===== config.mk =====
export PLATFORM = sky130hd
export DESIGN_NAME = mod_counter_n
export DESIGN_NICKNAME = d
export VERILOG_FILES = /design/src/rtl/counter_pkg.sv /design/src/rtl/mod_counter_n.sv
export SDC_FILE = /design/constraint.sdc
export NUM_CORES = 1
export LEC_CHECK = 0
export CAP_MARGIN = 10
export CORE_AREA = 5 5 42 44
export CTS_BUF_LIST = sky130_fd_sc_hd__clkbuf_2
export CTS_CLUSTER_DIAMETER = 120
export DETAILED_ROUTE_END_ITERATION = 7
export DIE_AREA = 0 0 47 49
export PLACE_DENSITY = 0.74
export RECOVER_POWER = 25
export SYNTH_ARGS = -nofsm -noshare
export SYNTH_HDL_FRONTEND = slang
export SYNTH_SLANG_ARGS = --single-unit

===== constraint.sdc =====
create_clock -name CP -period 3.9 [get_ports CP]
set_input_delay 0.39 -clock CP [delete_from_list [all_inputs] [get_ports CP]]
set_output_delay 0.39 -clock CP [all_outputs]
set_load 0.01 [all_outputs]

===== src/rtl/counter_pkg.sv =====
// Shared helpers and constants for the presettable modulus counter family.
package counter_pkg;

  // Values for the SATURATE parameter
  localparam int unsigned CNT_WRAP = 0;
  localparam int unsigned CNT_SAT  = 1;

  // Terminal value for the current direction: top of range counting up, zero counting down
  function automatic int unsigned term_val(input logic up, input int unsigned modulus);
    return up ? modulus - 1 : 0;
  endfunction

  // Load data outside the count range is pulled down to the top of the range
  function automatic int unsigned clamp_load(input int unsigned d, input int unsigned modulus);
    return (d >= modulus) ? modulus - 1 : d;
  endfunction

endpackage


===== src/rtl/mod_counter_n.sv =====
// Parametrised presettable up/down counter with modulus, wrap/saturate mode,
// chainable enables, combinational ripple carry and a registered wrap pulse.
// Legal ranges: WIDTH 1..16, MODULUS 2..2**WIDTH.
module mod_counter_n
  import counter_pkg::*;
#(
  parameter int unsigned WIDTH    = 4,
  parameter int unsigned MODULUS  = 16,
  parameter int unsigned SATURATE = CNT_WRAP
) (
  input  logic             CP,
  input  logic             clear,
  input  logic             C_R,
  input  logic             L_D,
  input  logic             CT_P,
  input  logic             CT_T,
  input  logic             UP,
  input  logic [WIDTH-1:0] D,
  output logic [WIDTH-1:0] Q,
  output logic             Co,
  output logic             wrap
);

  localparam logic [WIDTH-1:0] MaxVal  = WIDTH'(MODULUS - 1);
  localparam logic [WIDTH-1:0] One     = WIDTH'(1);
  localparam bit               SatMode = (SATURATE == CNT_SAT);

  logic [WIDTH-1:0] q_q, q_d;
  logic             wrap_q, wrap_d;
  logic [WIDTH-1:0] term;
  logic [WIDTH-1:0] load_val;
  logic             at_term;

  assign term     = WIDTH'(term_val(UP, MODULUS));
  assign load_val = WIDTH'(clamp_load(32'(D), MODULUS));
  // Explicit compare even when MODULUS == 2**WIDTH so Q can never leave the range
  assign at_term  = (q_q == term);

  // Next-state: sync clear, then load, then enabled count, else hold
  always_comb begin
    q_d    = q_q;
    wrap_d = 1'b0;
    if (!C_R) begin
      q_d = '0;
    end else if (!L_D) begin
      q_d = load_val;
    end else if (CT_P && CT_T) begin
      if (at_term) begin
        if (!SatMode) begin
          q_d    = UP ? '0 : MaxVal;
          wrap_d = 1'b1;
        end
      end else begin
        q_d = UP ? (q_q + One) : (q_q - One);
      end
    end
  end

  // State register with asynchronous clear
  always_ff @(posedge CP or posedge clear) begin
    if (clear) begin
      q_q    <= '0;
      wrap_q <= 1'b0;
    end else begin
      q_q    <= q_d;
      wrap_q <= wrap_d;
    end
  end

  // Carry is combinational so the next stage can enable in the same cycle
  assign Co   = CT_T & at_term;
  assign Q    = q_q;
  assign wrap = wrap_q;

endmodule


## Word level (Yosys, flattened, before mapping)

Cells that the tools add are included.

| word-level totals | value |
|---|---|
| input port bits | 11 |
| output and inout bits | 6 |
| bits in registers | 5 |

| operators by class | value |
|---|---|
| muxes and demuxes | 11 |
| reductions and logical operators | 1 |
| add/sub/neg operators | 2 |
| bitwise operators | 1 |
| equality and inequality tests | 2 |

Operators with widths:

| kind | count |
|---|---|
| $mux 4 | 7 |
| $add 4x1->4 const B | 1 |
| $eq 4x4->1 | 1 |
| $mux 1 | 4 |
| $sub 4x1->4 const B | 1 |
| $ne 3x2->1 const B | 1 |
| $and 1x1->1 | 1 |
| $logic_and 1x1->1 | 1 |

## Longest topological paths before layout

| logic depth | value |
|---|---|
| word-level depth | 6 |
| depth in mapped cells | 6 |
| mapped depth without buffers | 5 |

## Least setup slack after synthesis

Ideal clock, no wire load.

| timing path | value |
|---|---|
| path type | input -> output |
| start point | input port UP |
| end point | output port Co |
| arrival | 1.265 ns |
| path buffers | 1 |
| path slack | 2.245 ns |
| stages | 6 |
| cell sequence | buf_6 inv_1 ha_1 nand2_1 a21oi_1 and2_2 |

| on the way | value |
|---|---|
| longest elaborated chain between the ends | 3 |

Ends and longest elaborated chain:

| item | line | text |
|---|---|---|
| from (decl) | mod_counter_n.sv:17 | `input logic UP,` |
| $mux 4 | counter_pkg.sv:10 | `return up ? modulus - 1 : 0;` |
| $eq 4x4->1 | mod_counter_n.sv:37 | `assign at_term = (q_q == term);` |
| $and 1x1->1 | mod_counter_n.sv:71 | `assign Co = CT_T & at_term;` |
| to (decl) | mod_counter_n.sv:20 | `output logic Co,` |

Every way passes these cells.

## Worst setup path in the final report

Ends and elaborated chain as after synthesis.

==> reports/qor.csv <==
metric,value,unit
"delay-heaviest family, CP",buffers and inverters,
Hold Buf Count CTS,0,
Post-Syn Instances,52,
routed wl met3,84,um
Hold Fails Final Rpt,0,
pwr dens,271.2,mW/mm^2
nets,83,
clock share of power,0.292,
routability congestion estimate,0.7715,
drt wl/cell,12.71,um
initial antenna violation count,0,
Yosys cell types,30,
Clock Skews,0.01240,ns
crit start category,primary input,
measured slew at the worst slew-check pin,0.3460,ns
switch share,0.3271,
input/output buffers,16,
sw power,0.05571,mW
first-pass GRT wire length,1.683,mm
Synth top area share,0.2725,
post-synth top area cell,dfrtp_1,
Final Power,0.1703,mW
CP required,3.51,ns
f_max,345.2,MHz
Worst Path Max Fanout,9,
Vias,452,
Worst-path clk slew,0.07,ns
Fin Setup TNS,0,ns
layout cells sized above 1,0.1176,
register area share after synthesis,0.2725,
Final Slew Violations,0,
routed length on met2,547,um
die footprint,0.002303,mm^2
# diodes,0,
Hold Crit Class,primary input to async pin,
"flops & latches, synth",5,
worst-case headroom to the max-slew limit,0.7693,
Post-CTS Setup Bufs,0,
Pint,0.1146,mW
Syn-to-layout area delta,36.78,%
Synth Net Count,66,
Comb power frac,0.343,
maximum VDD drop,249.1,uV
Root Buffer,clkbuf_2,
Rows,14,
Final Critical Period,2.897,ns
H-tree level count,1,
Die Width,47,um
slowest CP cell,clkdlybuf4s50_1,
GRT overflow,0,
Remaining DRCs,0,
WP buf/inv,3,
Setup WS post-layout,1.003,ns
initial cell density of the core,0.3277,
reg2reg setup slack,2.32,ns
number of I/O pins,17,
largest net degree at the start of global routing,11,
critical-path cell list,clkdlybuf4s50_1 > inv_1 > ha_1 > nand2_1 > a21oi_1 > and2_2 > clkdlybuf4s50_1,
DR iter-0 viols,12,
CP Class,primary input to output pin,
CP peak stage delay,0.62,ns
Max Used Layer,met3,
"most used cell, CP",clkdlybuf4s50_1,
TritonCTS buffer count,3,
drt pass-1 iters,6,
Ys Warns,0,
Total GRT Usage,0.09915,
Reg-to-Reg Start,Q[0]$_DFFE_PP0P_,
vias in the first global route,414,
core area,0.001401,mm^2
ranking of synthesized cells by area,"dfrtp_1 (27%), ha_1 (5.4%), a211oi_1 (4.9%)",
die height,49,um
CTS sink count,5,
M1 wire length,435,um
"Arr. time, crit path",2.51,ns
Max Buffers Root-to-Sink,2,
status,finished clean,
leakage power,0.2546,nW
TritonCTS clock tree,done,
final period utilization,0.7429,
Via density,5.381,
post-cts resize count,0,
Final setup viols,0,
RSZ-0062 raised after global routing,false,
FF-to-FF End,Q[2]$_DFFE_PP0P_,
max cap viols,0,
synthesized area,459.2,um^2
Antenna Nets Post-Route,0,
DP Worst Slack,1.030,ns
sequential share of power,0.365,
Clock Latency Late Sink,0.23,ns
Post-Route WL,1.068,mm
Final HPWL DP,849.7,um
Mean Syn Cell Area,8.831,um^2
reg2reg path depth,4,
CP Capture Type,output pin,
utilization after layout,0.4482,
cell usage after synthesis:
cell / number
a21oi_1: 4
dfrtp_1: 5
o21ai_0: 3
nor3b_1: 1
nand4_1: 1
fa_1: 1
o221ai_1: 1
nor4b_1: 1
nand3_1: 3
nand2_1: 1
and3b_2: 1
and2_1: 1
nor3b_2: 1
nor2_1: 1
a211oi_1: 3
a41oi_1: 1
a22oi_1: 1
and2_2: 1
o22ai_1: 1
clkbuf_1: 1
xnor2_1: 2
nand2b_1: 2
or3_1: 1
a31oi_1: 2
and4bb_2: 1
inv_1: 5
buf_2: 1
a21o_1: 1
buf_6: 2
ha_1: 2
worst max path at each step:
stage                     start  end  slack [ns]  cells after the start
after floorplan              UP   Co        2.24                      6
after global placement       UP   Co        1.06                      7
after detailed placement     UP   Co        1.03                      7
after CTS                    UP   Co        1.02                      7
after global routing         UP   Co        0.87                      7
final                        UP   Co        1.00                      7
metrics by stage:
stage / cells / cell area, um^2 / hold WS, ns
detailed placement: 80 / 608.1 / 0.6127
floorplan: 52 / 459.2 / 0.1685
CTS: 84 / 628.1 / 0.3618
global route: 84 / 628.1 / 0.5172
global placement: 80 / 608.1 / 0.6084
finish: 84 / 628.1 / 0.4993
worst reg2reg max path, stage by stage, from the launching register on:
cell	delay, ns
dfrtp_1	0.50
fa_1	0.48
a41oi_1	0.16
o21ai_0	0.13
a211oi_1	0.23
kinds of logic (layout without fill, tap and decap cells):
logic type | Yosys count | count (layout) | share of synthesized area
adders and majority gates | 3 | 3 | 0.09809
and+or+nand+nor | 16 | 16 | 0.2452
xor gates and xnor gates | 2 | 2 | 0.03815
AOI/OAI and AO/OA | 17 | 17 | 0.2371
DFF | 5 | 5 | 0.2725
buffers and inverters | 9 | 25 | 0.1090
placed cells by master (no fill, tap or decap), types with 2 or more instances in the layout:
master and instances:
nand3_1 3, a21oi_1 4, a211oi_1 3, o21ai_0 3, ha_1 2, clkdlybuf4s50_1 15
clkbuf_2 4, a31oi_1 2, nand2b_1 2, dfrtp_1 5, inv_1 5, xnor2_1 2
area by class of cell:
cell class                 count  area (um^2)
fill                         147        773.2
timing repair buffer          16        160.2
clock buffer                   4        20.02
inverter                       5        18.77
tap                           16        20.02
sequential                     5        125.1
multi-input combinational     38        284.0
power groups by stage:
stage,clock network (mW),registers (mW),logic [mW]
floorplan,0,0.0610,0.0383
global placement,0,0.0630,0.0583
finish,0.0497,0.0621,0.0585
CTS,0.0516,0.0621,0.0587
detailed placement,0,0.0630,0.0583
global route,0.0550,0.0629,0.0648
flip-flops by register name (all words and copies together), names as in the netlist:
signal / count
wrap: 1
Q: 4
metal layers:
layer | vias up | global-route usage
li1 | 226 | -
met1 | 210 | 0.1163
met2 | 16 | 0.1629
met3 | 0 | 0.04797
met4 | 0 | 0.01382
met5 | - | 0
Power figures use the tool's default switching activity.
